==> src/rtl/seg7_scan_bcd.sv <==
// rtl/seg7_scan_bcd.sv - BCD-converting, time-multiplexed seven-segment display driver
//
// Converts an unsigned binary value to BCD with a sequential shift-add-3 engine
// (one bit per clock), then scans the digits with a refresh prescaler, driving
// active-low anodes, segments and decimal point. Leading zeros can be blanked and
// values that do not fit in DIGITS decimal digits are shown as dashes.
//
// Ports:
//   clk       in   system clock, rising edge
//   rst_n     in   asynchronous active-low reset
//   value     in   [DATA_W-1:0] unsigned binary value to display
//   load      in   capture strobe, accepted only while ready=1
//   ready     out  1 = converter idle, can accept load
//   dp_in     in   [DIGITS-1:0] per-digit decimal point enable, bit 0 = rightmost
//   overflow  out  1 = last converted value >= 10^DIGITS
//   an        out  [DIGITS-1:0] anode enables, active-low, one-hot-low
//   seg       out  [6:0] cathodes {g,f,e,d,c,b,a}, active-low
//   dp        out  decimal-point cathode, active-low

module seg7_scan_bcd #(
   parameter int DATA_W      = 14,
   parameter int DIGITS      = 4,
   parameter int REFRESH_DIV = 100000,
   parameter int BLANK_LZ    = 1
) (
   input  logic              clk,
   input  logic              rst_n,
   input  logic [DATA_W-1:0] value,
   input  logic              load,
   output logic              ready,
   input  logic [DIGITS-1:0] dp_in,
   output logic              overflow,
   output logic [DIGITS-1:0] an,
   output logic [6:0]        seg,
   output logic              dp
);

   localparam int BCD_W = 4 * DIGITS;
   localparam int CNT_W = (DATA_W > 1) ? $clog2(DATA_W) : 1;
   localparam int PRE_W = $clog2(REFRESH_DIV);
   localparam int IDX_W = (DIGITS > 1) ? $clog2(DIGITS) : 1;

   localparam logic [6:0] SEG_BLANK = 7'b1111111;
   localparam logic [6:0] SEG_DASH  = 7'b0111111;

   typedef enum logic [1:0] {
      S_IDLE,
      S_SHIFT,
      S_DONE
   } state_t;

   function automatic logic [6:0] seg_encode(input logic [3:0] d);
      logic [6:0] s;
      case (d)
         4'd0:    s = 7'b1000000;
         4'd1:    s = 7'b1111001;
         4'd2:    s = 7'b0100100;
         4'd3:    s = 7'b0110000;
         4'd4:    s = 7'b0011001;
         4'd5:    s = 7'b0010010;
         4'd6:    s = 7'b0000010;
         4'd7:    s = 7'b1111000;
         4'd8:    s = 7'b0000000;
         4'd9:    s = 7'b0010000;
         default: s = SEG_BLANK;
      endcase
      return s;
   endfunction

   // ---------------------------------------------------------------------------
   // Conversion state
   // ---------------------------------------------------------------------------
   state_t            state_q, state_d;
   logic [DATA_W-1:0] bin_q, bin_d;
   logic [BCD_W-1:0]  bcd_q, bcd_d;
   logic [CNT_W-1:0]  cnt_q, cnt_d;
   logic              carry_q, carry_d;   // sticky: a 1 was shifted out of the top nibble
   logic [BCD_W-1:0]  disp_q, disp_d;
   logic              ovf_q, ovf_d;

   logic [BCD_W-1:0]  adj;
   logic              carry_out;
   logic              nib_gt9;

   // ---------------------------------------------------------------------------
   // Scan state
   // ---------------------------------------------------------------------------
   logic [PRE_W-1:0]  pre_q, pre_d;
   logic [IDX_W-1:0]  idx_q, idx_d;
   logic [DIGITS-1:0] an_q, an_d;
   logic [6:0]        seg_q, seg_d;
   logic              dp_q, dp_d;

   logic [3:0]        nib [DIGITS];
   logic [DIGITS-1:0] lz_blank;
   logic              upper_zero;

   always_ff @(posedge clk or negedge rst_n) begin
      if (!rst_n) begin
         state_q <= S_IDLE;
         bin_q   <= '0;
         bcd_q   <= '0;
         cnt_q   <= '0;
         carry_q <= 1'b0;
         disp_q  <= '0;
         ovf_q   <= 1'b0;
         pre_q   <= '0;
         idx_q   <= '0;
         an_q    <= '1;
         seg_q   <= SEG_BLANK;
         dp_q    <= 1'b1;
      end else begin
         state_q <= state_d;
         bin_q   <= bin_d;
         bcd_q   <= bcd_d;
         cnt_q   <= cnt_d;
         carry_q <= carry_d;
         disp_q  <= disp_d;
         ovf_q   <= ovf_d;
         pre_q   <= pre_d;
         idx_q   <= idx_d;
         an_q    <= an_d;
         seg_q   <= seg_d;
         dp_q    <= dp_d;
      end
   end

   // Conversion FSM: shift-add-3 over DATA_W cycles, then one commit cycle.
   always_comb begin
      state_d   = state_q;
      bin_d     = bin_q;
      bcd_d     = bcd_q;
      cnt_d     = cnt_q;
      carry_d   = carry_q;
      disp_d    = disp_q;
      ovf_d     = ovf_q;
      carry_out = 1'b0;
      adj       = '0;
      nib_gt9   = 1'b0;

      for (int k = 0; k < DIGITS; k++) begin
         adj[k*4 +: 4] = (bcd_q[k*4 +: 4] >= 4'd5) ? (bcd_q[k*4 +: 4] + 4'd3)
                                                   : bcd_q[k*4 +: 4];
         if (bcd_q[k*4 +: 4] > 4'd9) begin
            nib_gt9 = 1'b1;
         end
      end

      case (state_q)
         S_IDLE: begin
            if (load) begin
               bin_d   = value;
               bcd_d   = '0;
               cnt_d   = CNT_W'(DATA_W - 1);
               carry_d = 1'b0;
               state_d = S_SHIFT;
            end
         end
         S_SHIFT: begin
            // Lower nibbles stay exact even when the top one overflows, so only
            // the bit leaving the top of the BCD field needs to be remembered.
            {carry_out, bcd_d, bin_d} = {adj, bin_q, 1'b0};
            carry_d = carry_q | carry_out;
            cnt_d   = cnt_q - 1'b1;
            if (cnt_q == '0) begin
               state_d = S_DONE;
            end
         end
         S_DONE: begin
            disp_d  = bcd_q;
            ovf_d   = carry_q | nib_gt9;
            state_d = S_IDLE;
         end
         default: begin
            state_d = S_IDLE;
         end
      endcase
   end

   // Digit scan and registered pin drive.
   always_comb begin
      pre_d      = pre_q + 1'b1;
      idx_d      = idx_q;
      lz_blank   = '0;
      upper_zero = 1'b1;

      if (pre_q == PRE_W'(REFRESH_DIV - 1)) begin
         pre_d = '0;
         idx_d = (idx_q == IDX_W'(DIGITS - 1)) ? '0 : idx_q + 1'b1;
      end

      for (int k = 0; k < DIGITS; k++) begin
         nib[k] = disp_q[k*4 +: 4];
      end

      // A digit is a leading zero when it and everything above it is zero;
      // digit 0 is never blanked so zero still reads "0".
      for (int k = DIGITS - 1; k >= 0; k--) begin
         upper_zero  = upper_zero & (nib[k] == 4'd0);
         lz_blank[k] = (BLANK_LZ != 0) && (k > 0) && upper_zero;
      end

      if (ovf_q) begin
         seg_d = SEG_DASH;
      end else if (lz_blank[idx_q]) begin
         seg_d = SEG_BLANK;
      end else begin
         seg_d = seg_encode(nib[idx_q]);
      end

      an_d = ~(DIGITS'(1) << idx_q);
      dp_d = ~dp_in[idx_q];
   end

   assign ready    = (state_q == S_IDLE);
   assign overflow = ovf_q;
   assign an       = an_q;
   assign seg      = seg_q;
   assign dp       = dp_q;

endmodule

==> config.mk <==
export PLATFORM = sky130hd
export DESIGN_NAME = seg7_scan_bcd
export DESIGN_NICKNAME = d
export VERILOG_FILES = /design/src/rtl/seg7_scan_bcd.sv
export SDC_FILE = /design/constraint.sdc
export NUM_CORES = 1
export LEC_CHECK = 0
export ABC_CLOCK_PERIOD_IN_PS = 2700
export BUFFER_PORTS_ARGS = -buffer_cell sky130_fd_sc_hd__buf_2
export CAP_MARGIN = 20
export CORE_UTILIZATION = 50
export DETAILED_ROUTE_END_ITERATION = 8
export GPL_ROUTABILITY_DRIVEN = 0
export PLACE_DENSITY_LB_ADDON = 0.3
export SYNTH_ARGS = -nofsm -noshare
export SYNTH_HDL_FRONTEND = slang
export SYNTH_SLANG_ARGS = --single-unit
export TNS_END_PERCENT = 50
==> constraint.sdc <==
create_clock -name clk -period 2.7 [get_ports clk]
set_input_delay 0 -clock clk [delete_from_list [all_inputs] [get_ports clk]]
set_output_delay 0 -clock clk [all_outputs]
set_load 0.1 [all_outputs]
Yosys cells after proc, flatten, opt, wreduce, memory -nomap -nowiden
Memories as Yosys holds them, arrays and structs flattened.
Cells that the tools add are included.
{ "totals": {"rom_bits": 112, "out_inout_bits": 14, "memories": 1, "ff_bits": 85} }
{ "mem_list": {"columns": ["memory", "words", "width", "read_ports", "rd_clocked_by_memory_dff", "wr", "line_no", "text"], "rows": [
  ["(no name shown)", 16, 7, 1, 0, 0, "54", "case (d)"]
]} }
{ "classes": {"eq_ne": 6, "reduce_logical": 8, "shifts": 1, "n_mux": 30, "add_sub_neg": 7, "magnitude_cmp": 10, "n_bitwise": 7} }
{ "ops": {"columns": ["operator", "count"], "rows": [
  ["16-bit case mux with 2 select lines", 1],
  ["4-bit two-way mux", 7],
  ["14-bit case mux with 2 select lines", 1],
  ["17-bit by 1-bit adder with 17-bit output (second input constant)", 1],
  ["17-bit == test (second input constant)", 1],
  ["17-bit two-way mux", 1],
  ["4-bit by 2-bit adder with 4-bit output (second input constant)", 4],
  ["4-bit by 3-bit greater-or-equal comparator with 1-bit output (second input constant)", 4],
  ["4-bit > comparator (second input constant)", 4],
  ["4-bit logical NOT", 4],
  ["16-bit two-way mux", 1],
  ["14-bit two-way mux", 1],
  ["7-bit two-way mux", 2],
  ["4-bit binary-select mux with 2-bit select", 1],
  ["4-bit case mux with 2 select lines", 1],
  ["1-bit two-way mux", 7],
  ["2-bit two-way mux", 3],
  ["1-bit binary-select mux with 2-bit select", 2],
  ["2-bit == test (second input constant)", 2],
  ["2-bit inequality test (second input constant)", 2],
  ["4-bit inverter", 1],
  ["2-bit case mux with 2 select lines", 1],
  ["2-bit AND reduction", 2],
  ["1-bit by 2-bit << shifter with 4-bit output (first input constant)", 1],
  ["other kinds (12)", 14]
]} }

Depth between registers and ports, before layout
Gate-level depths: netlist of the first run.
{ "logic_depth": {"depth_word": 7, "ltp_mapped": 7, "mapped_depth_nobuf": 6} }

Worst setup path before layout of the first run
OpenSTA, ideal clock, no wires.
{ "synth_timing": {"kind": "register -> register", "startpoint": "register idx_q[0]", "endpoint": "register seg_q[6], in the netlist seg[6]", "n_path_buf": 1, "setup_slack_ps": 828, "arrival_ps": 1752, "synth_period_minus_slack_ps": 1872, "path_stages_with_launch": 7, "path_cell_list": "dfrtp_1 > buf_6 > mux4_1 > ha_1 > or2b_1 > o211ai_1 > a21oi_1"} }
{ "synth_via": {"elab_chain_cells": 7, "elab_cells_between_ends": 9, "classes_between": "mux (7); bitwise (1); memory (1)"} }
{ "synth_rtl": {"columns": ["element", "line_no", "text"], "rows": [
  ["from (decl)", "89", "logic [IDX_W-1:0] idx_q, idx_d;"],
  ["from (signal assigned)", "121", "idx_q <= idx_d;"],
  ["2-bit inverter with 3-bit output (implied by the code)", "208", "seg_d = seg_encode(nib[idx_q]);"],
  ["4-bit binary-select mux with 2-bit select", "208", null],
  ["4-bit two-way mux (implied by the code) (2 in a row)", "208", null],
  ["memory 16 x 7 bit", null, null],
  ["7-bit two-way mux *", "205", "end else if (lz_blank[idx_q]) begin"],
  ["7-bit two-way mux *", "203", "if (ovf_q) begin"],
  ["via seg_d[6]", "91", "logic [6:0] seg_q, seg_d;"],
  ["to (signal assigned)", "123", "seg_q <= seg_d;"],
  ["to (decl)", "91", null]
]} }
The timed path passes the listed nets; every way through them passes the cells marked *. The select of a mux whose other input is x is not followed.
A chain may end at the register's enable or synchronous reset.

Worst setup path after layout of the first run
{ "layout_timing": {"startpoint": "register idx_q[0]", "endpoint": "register seg_q[1], in the netlist seg[1]"} }
Same word-level chain as after synthesis.

==> results of run 1 <==
-- path summary, 6_finish.rpt --
path                       depth (start not counted)  slack, ns              endpoint
min in group clk                                   5       0.30  cnt_q[0]$_DFFE_PN0P_
max reg2reg                                        5       0.59      seg[1]$_DFF_PN1_
min                                                2       0.03    pre_q[6]$_DFF_PN0_
min reg2reg                                        1       0.48      seg[6]$_DFF_PN1_
max in group asynchronous                          4       1.91      seg[3]$_DFF_PN1_
max                                                5       0.59      seg[1]$_DFF_PN1_
-- state kept, by name, summed over array words and instances (netlist names) --
| signal | cells |
|---|---|
| overflow | 1 |
| seg | 7 |
| idx_q | 2 |
| pre_q | 17 |
| an | 4 |
| cnt_q | 4 |
| carry_q | 1 |
| dp | 1 |
| bin_q | 14 |
| state_q | 2 |
| bcd_q | 16 |
| disp_q | 16 |
-- area by class of cell --
cell class                      instances  area, um2
Sequential cell                        85       2140
Multi-Input combinational cell        263       1880
Timing Repair Buffer                   56        400
Fill cell                             716       3320
Inverter                               22       82.6
Clock buffer                            9        124
Tap cell                              105        131
Clock inverter                          7       97.6
-- through the flow --
step                      instances  setup WS (ns)
final                           547          0.589
after global routing            547          0.395
after CTS                       546          0.587
after detailed placement        513          0.599
after global placement          513          0.664
after floorplan                 389          0.828
-- cells in the mapped netlist (all sizes together) (2+ instances only) --
library cell and n:
and4 4, dfstp 12, o211ai 3, mux4 5, o21ai 48, mux2 13, dfrtp 73, or3 2
inv 22, nand4 4, clkbuf 14, nor2 15, nand2 32, buf 5, and3 3, nand3 21
nand2b 7, nor4 2, nor3 2, o31ai 10, mux2i 14, ha 19, xor2 8, a32o 4
or4 2, a21oi 15, or2b 2, xnor2 11, nor3b 3, nor2b 3
-- routing by layer --
| layer | vias to the layer above | global-route usage |
|---|---|---|
| met5 | - | 0 |
| li1 | 1464 | - |
| met3 | 13 | 0.0415 |
| met4 | 0 | 0.0744 |
| met2 | 44 | 0.338 |
| met1 | 1442 | 0.245 |
-- repair_timing --
action / in CTS / in global routing
buffers inserted: 0 / 0
setup endpoints to repair: 0 / 0
endpoints found under the hold margin: 88 / 0
hold buffers: 17 / 0
-- worst max-delay path, stage by stage (launching register included) --
cell and delay [ns]:
dfrtp_1 0.58, mux4_1 0.73, inv_1 0.19, ha_1 0.27
a21oi_1 0.12, o21ai_0 0.11
-- power by group --
group | internal, mW | leakage (nW) | total, mW | switching [mW]
Sequential | 1.60 | 1.07 | 1.88 | 0.281
Combinational | 0.645 | 1.04 | 1.61 | 0.960
Clock | 0.526 | 0.106 | 0.993 | 0.467
Total | 2.77 | 2.21 | 4.48 | 1.71
-- logic make-up (layout without fill, tap and decap cells) --
family | after synthesis | after routing
and+or+nand+nor | 107 | 107
muxes | 32 | 32
xor gates and xnor gates | 19 | 19
adders and majority gates | 19 | 19
buffers and inverters | 41 | 94
AOI/OAI and AO/OA | 86 | 86
DFF | 85 | 85
==> flow_metrics.env, run 1 <==
export IMPL_netlist_area_leader_share=0.436
export IMPL_clkSinkCount=85
export IMPL_grtUsageTotal=0.197
export IMPL_syn_inst=389
export IMPL_relSlewSlack=0.379
export IMPL_topRoutingLayerUsed="met4"
export IMPL_yosys_area_top_type="dfrtp_1"
export IMPL_grt_pass1_wl_um=13400
export IMPL_cts_tree="done"
export IMPL_met1_length_um=3550
export IMPL_ys_warn_count=0
export IMPL_maxSlewViolCount=0
export IMPL_finalWorstPathRequiredPeriod_ns=2.11
export IMPL_avgSynthCellArea_um2=10.8
export IMPL_yosysSeqAreaShare=0.511
export IMPL_finClkSkew_ns=0.00845
export IMPL_portBuffers=34
export IMPL_drt_iter0_drc=155
export IMPL_dp_hpwl_um=5140
export IMPL_synth_mux_area_frac=0.0979
export IMPL_vias=2963
export IMPL_hold_slack_ns=0.0264
export IMPL_final_cell_area_um2=4860
export IMPL_report_final_setup_viol=0
export IMPL_clk_pin_slew_ns=0.09
export IMPL_synth_seq_cells=85
export IMPL_critical_path_startpoint="idx_q[0]$_DFFE_PN0N_"
export IMPL_max_cap_violations=0
export IMPL_insertion_delay_ns=0.35
export IMPL_vdd_ir_drop_max_mv=0.605
export IMPL_area_growth_pct=15.9
export IMPL_synth_distinct_cells=47
export IMPL_synth_async_reset_ratio=1.00
export IMPL_h_tree_depth=3
export IMPL_synth_main_ff_cell="dfrtp_1"
export IMPL_drc=0
export IMPL_synth_simple_gate_area_frac=0.133
export IMPL_ys_top_cells_by_area="dfrtp_1 44%, dfstp_2 7.5%, ha_1 5.7%"
export IMPL_total_power_mw=4.48
export IMPL_syn_nets=429
export IMPL_detail_route_vias_per_cell=5.42
export IMPL_max_freq_mhz=474
export IMPL_dr_pass1_iters=4
export IMPL_start_kind="flip-flop"
export IMPL_antenna_found_initial=0
export IMPL_cts_buffer_depth=2
export IMPL_die_area_um2=8750
export IMPL_met2WireLength_um=3790
export IMPL_routed_wirelength_um=7700
export IMPL_fp_dieH_um=93.5
export IMPL_pwr_density_cell_nw_per_um2=922
export IMPL_synthAdderAreaFrac=0.0567
export IMPL_die_w_um=93.5
export IMPL_synth_top_family_by_area="simple AND/OR/NAND/NOR gates"
export IMPL_start_util=0.513
export IMPL_wl_per_cell_um=14.1
export IMPL_synth_edf_count=0
export IMPL_core_area_um2=8180
export IMPL_post_cts_resized=0
export IMPL_post_route_util=0.594
export IMPL_critPathKind="reg -> reg"
export IMPL_drive_above_1_share=0.197
export IMPL_cp_max_fo=9
export IMPL_rows=33
export IMPL_grt_max_degree=83
export IMPL_routed_wl_met3_um=235
export IMPL_rsz0062_at_grt="false"
export IMPL_cp_arrival_ns=2.36
export IMPL_grt_pass1_vias=2984
export IMPL_post_route_period_util=0.782
export IMPL_min_path_type="in -> async"
export IMPL_io_pin_count=35
export IMPL_grt_overflow=0
export IMPL_tightest_slew_ns=0.932
export IMPL_antenna_left=0
export IMPL_diodes=0
export IMPL_synth_compound_area_frac=0.120
export IMPL_cts_root_buf="clkbuf_8"
export IMPL_critPathRequiredTime_ns=2.95
export IMPL_syn_area_um2=4190
export IMPL_finalHoldViolations=0
export IMPL_mostFrequentLayoutCells="73 x dfrtp_1, 45 x o21ai_0, 33 x buf_2"
export IMPL_final_common_cell="dfrtp_1"
export IMPL_placed_area_um2=4440
export IMPL_numCtsBuffers=9
export IMPL_synthXorXnorAreaFrac=0.0397
export IMPL_tns_ns=0
export IMPL_status="finished clean"
export IMPL_end_kind="flip-flop"
export IMPL_layout_nets=477
export IMPL_rr_startpoint="idx_q[0]$_DFFE_PN0N_"
export IMPL_leakage_nw=2.21
Note: power is estimated with default switching activity, not from simulation.
==> inputs of run 2 (changes only) <==
- ABC_CLOCK_PERIOD_IN_PS: 2700 -> 1800
- clock period: 2.7 -> 1.8 ns (I/O delays scaled with it)
==> flow_metrics.env, run 2 (synthesis results as in run 1) <==
export IMPL_status="finished clean"
export IMPL_routed_wirelength_um=8070
export IMPL_post_route_util=0.621
export IMPL_reg_top3="pre_q: 17 flops, bcd_q: 16 flops, disp_q: 16 flops"
export IMPL_mostFrequentLayoutCells="72 x dfrtp_1, 44 x o21ai_0, 33 x buf_2"
export IMPL_multiInputGateArea_um2=1950
export IMPL_detail_route_vias_per_cell=5.46
export IMPL_clkSinkCount=85
export IMPL_numCtsBuffers=9
export IMPL_portBuffers=34
export IMPL_crit_buf_inv=0
export IMPL_cts_root_buf="clkbuf_8"
export IMPL_dr_pass1_iters=5
export IMPL_cp_cell_sequence="mux4_2 > ha_2 > or2b_1 > a21oi_1 > o21ai_0"
export IMPL_drc=0
export IMPL_die_area_um2=8750
export IMPL_io_pin_count=35
export IMPL_max_cap_violations=0
export IMPL_clk_pin_slew_ns=0.09
export IMPL_vdd_ir_drop_max_mv=0.852
export IMPL_fillers=655
export IMPL_tns_ns=0
export IMPL_layout_nets=497
export IMPL_grt_pass1_vias=3034
export IMPL_end_kind="flip-flop"
export IMPL_drive_above_1_share=0.253
export IMPL_report_final_setup_viol=0
export IMPL_cp_max_fo=4
export IMPL_cp_arrival_ns=2.03
export IMPL_grtUsageTotal=0.202
export IMPL_min_path_type="in -> async"
export IMPL_rsz0062_at_grt="false"
export IMPL_max_freq_mhz=567
export IMPL_dpl_worst_slack_ns=0.0428
export IMPL_grt_max_degree=51
export IMPL_largest_register_ffs=17
export IMPL_final_common_cell="dfrtp_1"
export IMPL_wl_per_cell_um=14.2
export IMPL_diodes=0
export IMPL_regArea_um2=2140
export IMPL_finalWorstPathRequiredPeriod_ns=1.77
export IMPL_worst_path_dominant_cell_family="multiplexers"
export IMPL_h_tree_depth=3
export IMPL_area_growth_pct=21.1
export IMPL_cts_tree="done"
export IMPL_critPathRequiredTime_ns=2.07
export IMPL_antenna_found_initial=0
export IMPL_tightest_slew_ns=0.488
export IMPL_die_w_um=93.5
export IMPL_critPathSlowestCell="mux4_2"
export IMPL_setup_ws_ns=0.0348
export IMPL_start_util=0.513
export IMPL_largest_register="pre_q"
export IMPL_fp_dieH_um=93.5
export IMPL_dp_hpwl_um=5290
export IMPL_slowest_delay_ns=0.59
export IMPL_cts_buffer_depth=2
export IMPL_vias=3095
export IMPL_post_route_period_util=0.981
export IMPL_finClkSkew_ns=0.0101
export IMPL_drt_iter0_drc=105
export IMPL_grt_pass1_wl_um=13800
export IMPL_relSlewSlack=0.677
export IMPL_maxSlewViolCount=0
export IMPL_insertion_delay_ns=0.35
export IMPL_antenna_left=0
export IMPL_leakage_nw=2.31
export IMPL_grt_overflow=0
export IMPL_start_kind="flip-flop"
export IMPL_rows=33
export IMPL_core_area_um2=8180
export IMPL_pwr_density_cell_nw_per_um2=1370
export IMPL_critPathKind="reg -> reg"
export IMPL_finalHoldViolations=0
## run 2: changes by cell type in the layout (fill, tap and decap cells not counted), moves of 2 or more
| cell | before | now |
|---|---|---|
| mux4_2 | 2 | 4 |
| ha_1 | 19 | 16 |
| ha_4 | 0 | 2 |
| clkinvlp_4 | 2 | 0 |
| a21oi_2 | 0 | 3 |
| inv_6 | 2 | 0 |
| buf_4 | 5 | 21 |
| a21oi_1 | 15 | 12 |
| clkbuf_8 | 9 | 11 |
| inv_2 | 0 | 2 |
| inv_1 | 22 | 20 |
| dlygate4sd3_1 | 17 | 19 |
## run 2: worst paths after layout
path,start,endpoint,slack [ns],depth (start not counted)
hold reg to reg,bin_q[13]$_DFFE_PN0P_,bcd_q[0]$_DFFE_PN0P_,0.47,2
min in group clk,load,cnt_q[0]$_DFFE_PN0P_,0.29,5
max in group asynchronous,rst_n,seg[6]$_DFF_PN1_,1.01,3
setup reg to reg,idx_q[0]$_DFFE_PN0N_,seg[5]$_DFF_PN1_,0.03,5
hold / removal,rst_n,pre_q[8]$_DFF_PN0_,0.14,2
setup / recovery,idx_q[0]$_DFFE_PN0N_,seg[5]$_DFF_PN1_,0.03,5
## run 2: area by class of cell
class | instances | area share
Clock inverter | 4 | 0.0138
Tap cell | 105 | 0.0259
Multi-Input combinational cell | 264 | 0.384
Clock buffer | 12 | 0.0306
Inverter | 22 | 0.0163
Sequential cell | 85 | 0.422
Timing Repair Buffer | 75 | 0.107
## run 2: worst register-to-register path: stages (launching register included)
cell and delay [ns]:
dfrtp_2 0.41, mux4_2 0.59, ha_2 0.21, or2b_1 0.24, a21oi_1 0.13, o21ai_0 0.10
## run 2: per-layer routing
metal | wire, um | share of wire | track usage | up-vias
li1 | - | - | - | 1516
met1 | 3770 | 0.47 | 0.255 | 1509
met2 | 3890 | 0.48 | 0.341 | 55
met3 | 268 | 0.033 | 0.0512 | 15
met4 | 144 | 0.018 | 0.0628 | 0
met5 | 0 | 0 | 0 | -
## run 2: repair_timing
action / CTS / global route
setup endpoints to repair: 0 / 10
hold buffers: 19 / 0
buffers inserted: 0 / 4
gates resized for setup: 0 / 17
hold endpoints to repair: 50 / 0
## run 2: stage by stage
| stage | power (mW) | instance area (um2) | cells | hold slack [ns] |
|---|---|---|---|---|
| 2_1_floorplan | 4.67 | 4180 | 389 | -0.296 |
| 3_3_place_gp | 5.20 | 4550 | 527 | -0.0125 |
| 3_5_place_dp | 5.29 | 4550 | 527 | -0.0106 |
| 4_1_cts | 6.85 | 4960 | 562 | 0.138 |
| 5_1_grt | 7.47 | 5070 | 567 | 0.170 |
| 6_report | 6.93 | 5070 | 567 | 0.137 |
## run 2: power by group
part | total (mW) | leakage [nW] | internal (mW) | switching, mW
combinational | 2.60 | 1.13 | 1.12 | 1.47
sequential | 2.83 | 1.07 | 2.40 | 0.436
clock | 1.51 | 0.116 | 0.854 | 0.652
==> inputs of run 3 (changes only) <==
- PLACE_DENSITY: unset -> 0.69
- PLACE_DENSITY_LB_ADDON: 0.3 -> unset
==> flow_metrics.env, run 3 (synthesis results as in run 1) <==
export IMPL_status="finished with violations"
export IMPL_failed_checks="setup timing"
export IMPL_clkSinkCount=85
export IMPL_dp_hpwl_um=5610
export IMPL_pwr_density_cell_nw_per_um2=1360
export IMPL_max_cap_violations=0
export IMPL_placed_cells=530
export IMPL_cp_max_fo=4
export IMPL_use_met2=0.365
export IMPL_drc=0
export IMPL_insertion_delay_ns=0.35
export IMPL_routed_wirelength_um=8270
export IMPL_critPathKind="reg -> reg"
export IMPL_finalHoldViolations=0
export IMPL_grt_pass1_wl_um=13900
export IMPL_report_final_setup_viol=1
export IMPL_cts_root_buf="clkbuf_8"
export IMPL_final_common_cell="dfrtp_1"
export IMPL_die_area_um2=8750
export IMPL_finClkSkew_ns=0.0110
export IMPL_netSwitchingFraction=0.381
export IMPL_grt_max_degree=37
export IMPL_area_growth_pct=20.1
export IMPL_p_int_mw=4.23
export IMPL_rr_worst_depth=5
export IMPL_maxSlewViolCount=0
export IMPL_drive_above_1_share=0.246
export IMPL_core_area_um2=8180
export IMPL_p_seq_frac=0.416
export IMPL_p_sw_mw=2.61
export IMPL_fp_dieH_um=93.5
export IMPL_end_kind="flip-flop"
export IMPL_busiest_layer="met2"
export IMPL_finalWorstPathRequiredPeriod_ns=1.80
export IMPL_dpl_worst_slack_ns=0.00963
export IMPL_grt_overflow=0
export IMPL_post_route_period_util=1.00
export IMPL_tns_ns=-0.00428
export IMPL_leakage_nw=2.31
export IMPL_rows=33
export IMPL_diodes=0
export IMPL_layout_nets=498
export IMPL_dr_pass1_iters=4
export IMPL_relSlewSlack=0.592
export IMPL_met1_usage=0.243
export IMPL_cts_buffer_depth=2
export IMPL_critPathRequiredTime_ns=2.06
export IMPL_tightest_slew_ns=0.612
export IMPL_stdcell_count=568
export IMPL_grtUsageTotal=0.205
export IMPL_h_tree_depth=3
export IMPL_met3_usage=0.0512
export IMPL_die_w_um=93.5
export IMPL_total_power_mw=6.83
export IMPL_rsz0062_at_grt="true"
export IMPL_detail_route_vias_per_cell=5.48
export IMPL_max_freq_mhz=554
export IMPL_start_kind="flip-flop"
export IMPL_start_util=0.513
export IMPL_vias=3114
export IMPL_p_clk_frac=0.205
export IMPL_clk_pin_slew_ns=0.09
export IMPL_cp_arrival_ns=2.06
export IMPL_largest_register="pre_q"
export IMPL_combPwrFrac=0.379
export IMPL_post_route_util=0.616
export IMPL_wl_per_cell_um=14.6
export IMPL_mostFrequentLayoutCells="72 x dfrtp_1, 45 x o21ai_0, 33 x buf_2"
export IMPL_vdd_ir_drop_max_mv=1.06
export IMPL_drt_iter0_drc=123
export IMPL_numCtsBuffers=9
export IMPL_antenna_left=0
export IMPL_reg_top3="pre_q: 17 flops, bcd_q: 16 flops, disp_q: 16 flops"
export IMPL_largest_register_ffs=17
export IMPL_setup_ws_ns=-0.00428
export IMPL_cts_tree="done"
export IMPL_portBuffers=34
export IMPL_min_path_type="in -> async"
export IMPL_grt_pass1_vias=3098
export IMPL_io_pin_count=35
export IMPL_antenna_found_initial=0
[run 3: worst paths after layout]
check                                           from                   end  slack (ns)
worst max-delay path            idx_q[0]$_DFFE_PN0N_      seg[3]$_DFF_PN1_      -0.004
worst min-delay path                           rst_n    pre_q[8]$_DFF_PN0_        0.13
worst max register to register  idx_q[0]$_DFFE_PN0N_      seg[3]$_DFF_PN1_      -0.004
worst min register to register  overflow$_DFFE_PN0N_      seg[6]$_DFF_PN1_        0.47
max in group asynchronous                      rst_n  idx_q[0]$_DFFE_PN0N_        1.06
min in group clk                                load  cnt_q[0]$_DFFE_PN0P_        0.31
[run 3: what timing repair did]
action                                  CTS  global route
setup buffers                             0             2
hold buffers                             19             0
resized for setup                         1             8
cloned                                    0             1
pin swaps                                 0             2
endpoints found under the hold margin    82             0
endpoints found under the setup margin    2             9
[run 3: power by group through the flow]
stage	Sequential (mW)	Combinational (mW)	Clock, mW
3_5_place_dp	2.85	2.47	0
3_3_place_gp	2.83	2.39	0
5_1_grt	2.92	2.89	1.53
4_1_cts	2.82	2.52	1.44
2_1_floorplan	2.97	1.71	0
6_report	2.84	2.59	1.40
[run 3: layer usage]
layer  share of wire  vias to the layer above
met3           0.029                       16
li1                -                     1512
met4           0.018                        0
met2            0.51                       51
met1            0.45                     1535
met5               0                        -
[run 3: worst max-delay path, stage by stage, from the launching register on]
cell and delay (ns):
dfrtp_2 0.43, mux4_2 0.59, ha_1 0.22, or2_4 0.23, a21oi_1 0.17, o21ai_1 0.08
[run 3: final cells by class]
| class | instances | area (um2) |
|---|---|---|
| Clock buffer | 11 | 151 |
| Clock inverter | 5 | 56.3 |
| Fill cell | 684 | 3140 |
| Inverter | 22 | 82.6 |
| Multi-Input combinational cell | 264 | 1920 |
| Sequential cell | 85 | 2140 |
| Tap cell | 105 | 131 |
| Timing Repair Buffer | 76 | 548 |
[run 3: per-stage QoR]
| stage | hold WS [ns] | cell area, um2 |
|---|---|---|
| floorplan | -0.296 | 4180 |
| global placement | -0.0186 | 4570 |
| detailed placement | -0.0152 | 4570 |
| CTS | 0.133 | 4970 |
| global route | 0.172 | 5030 |
| finish | 0.132 | 5030 |
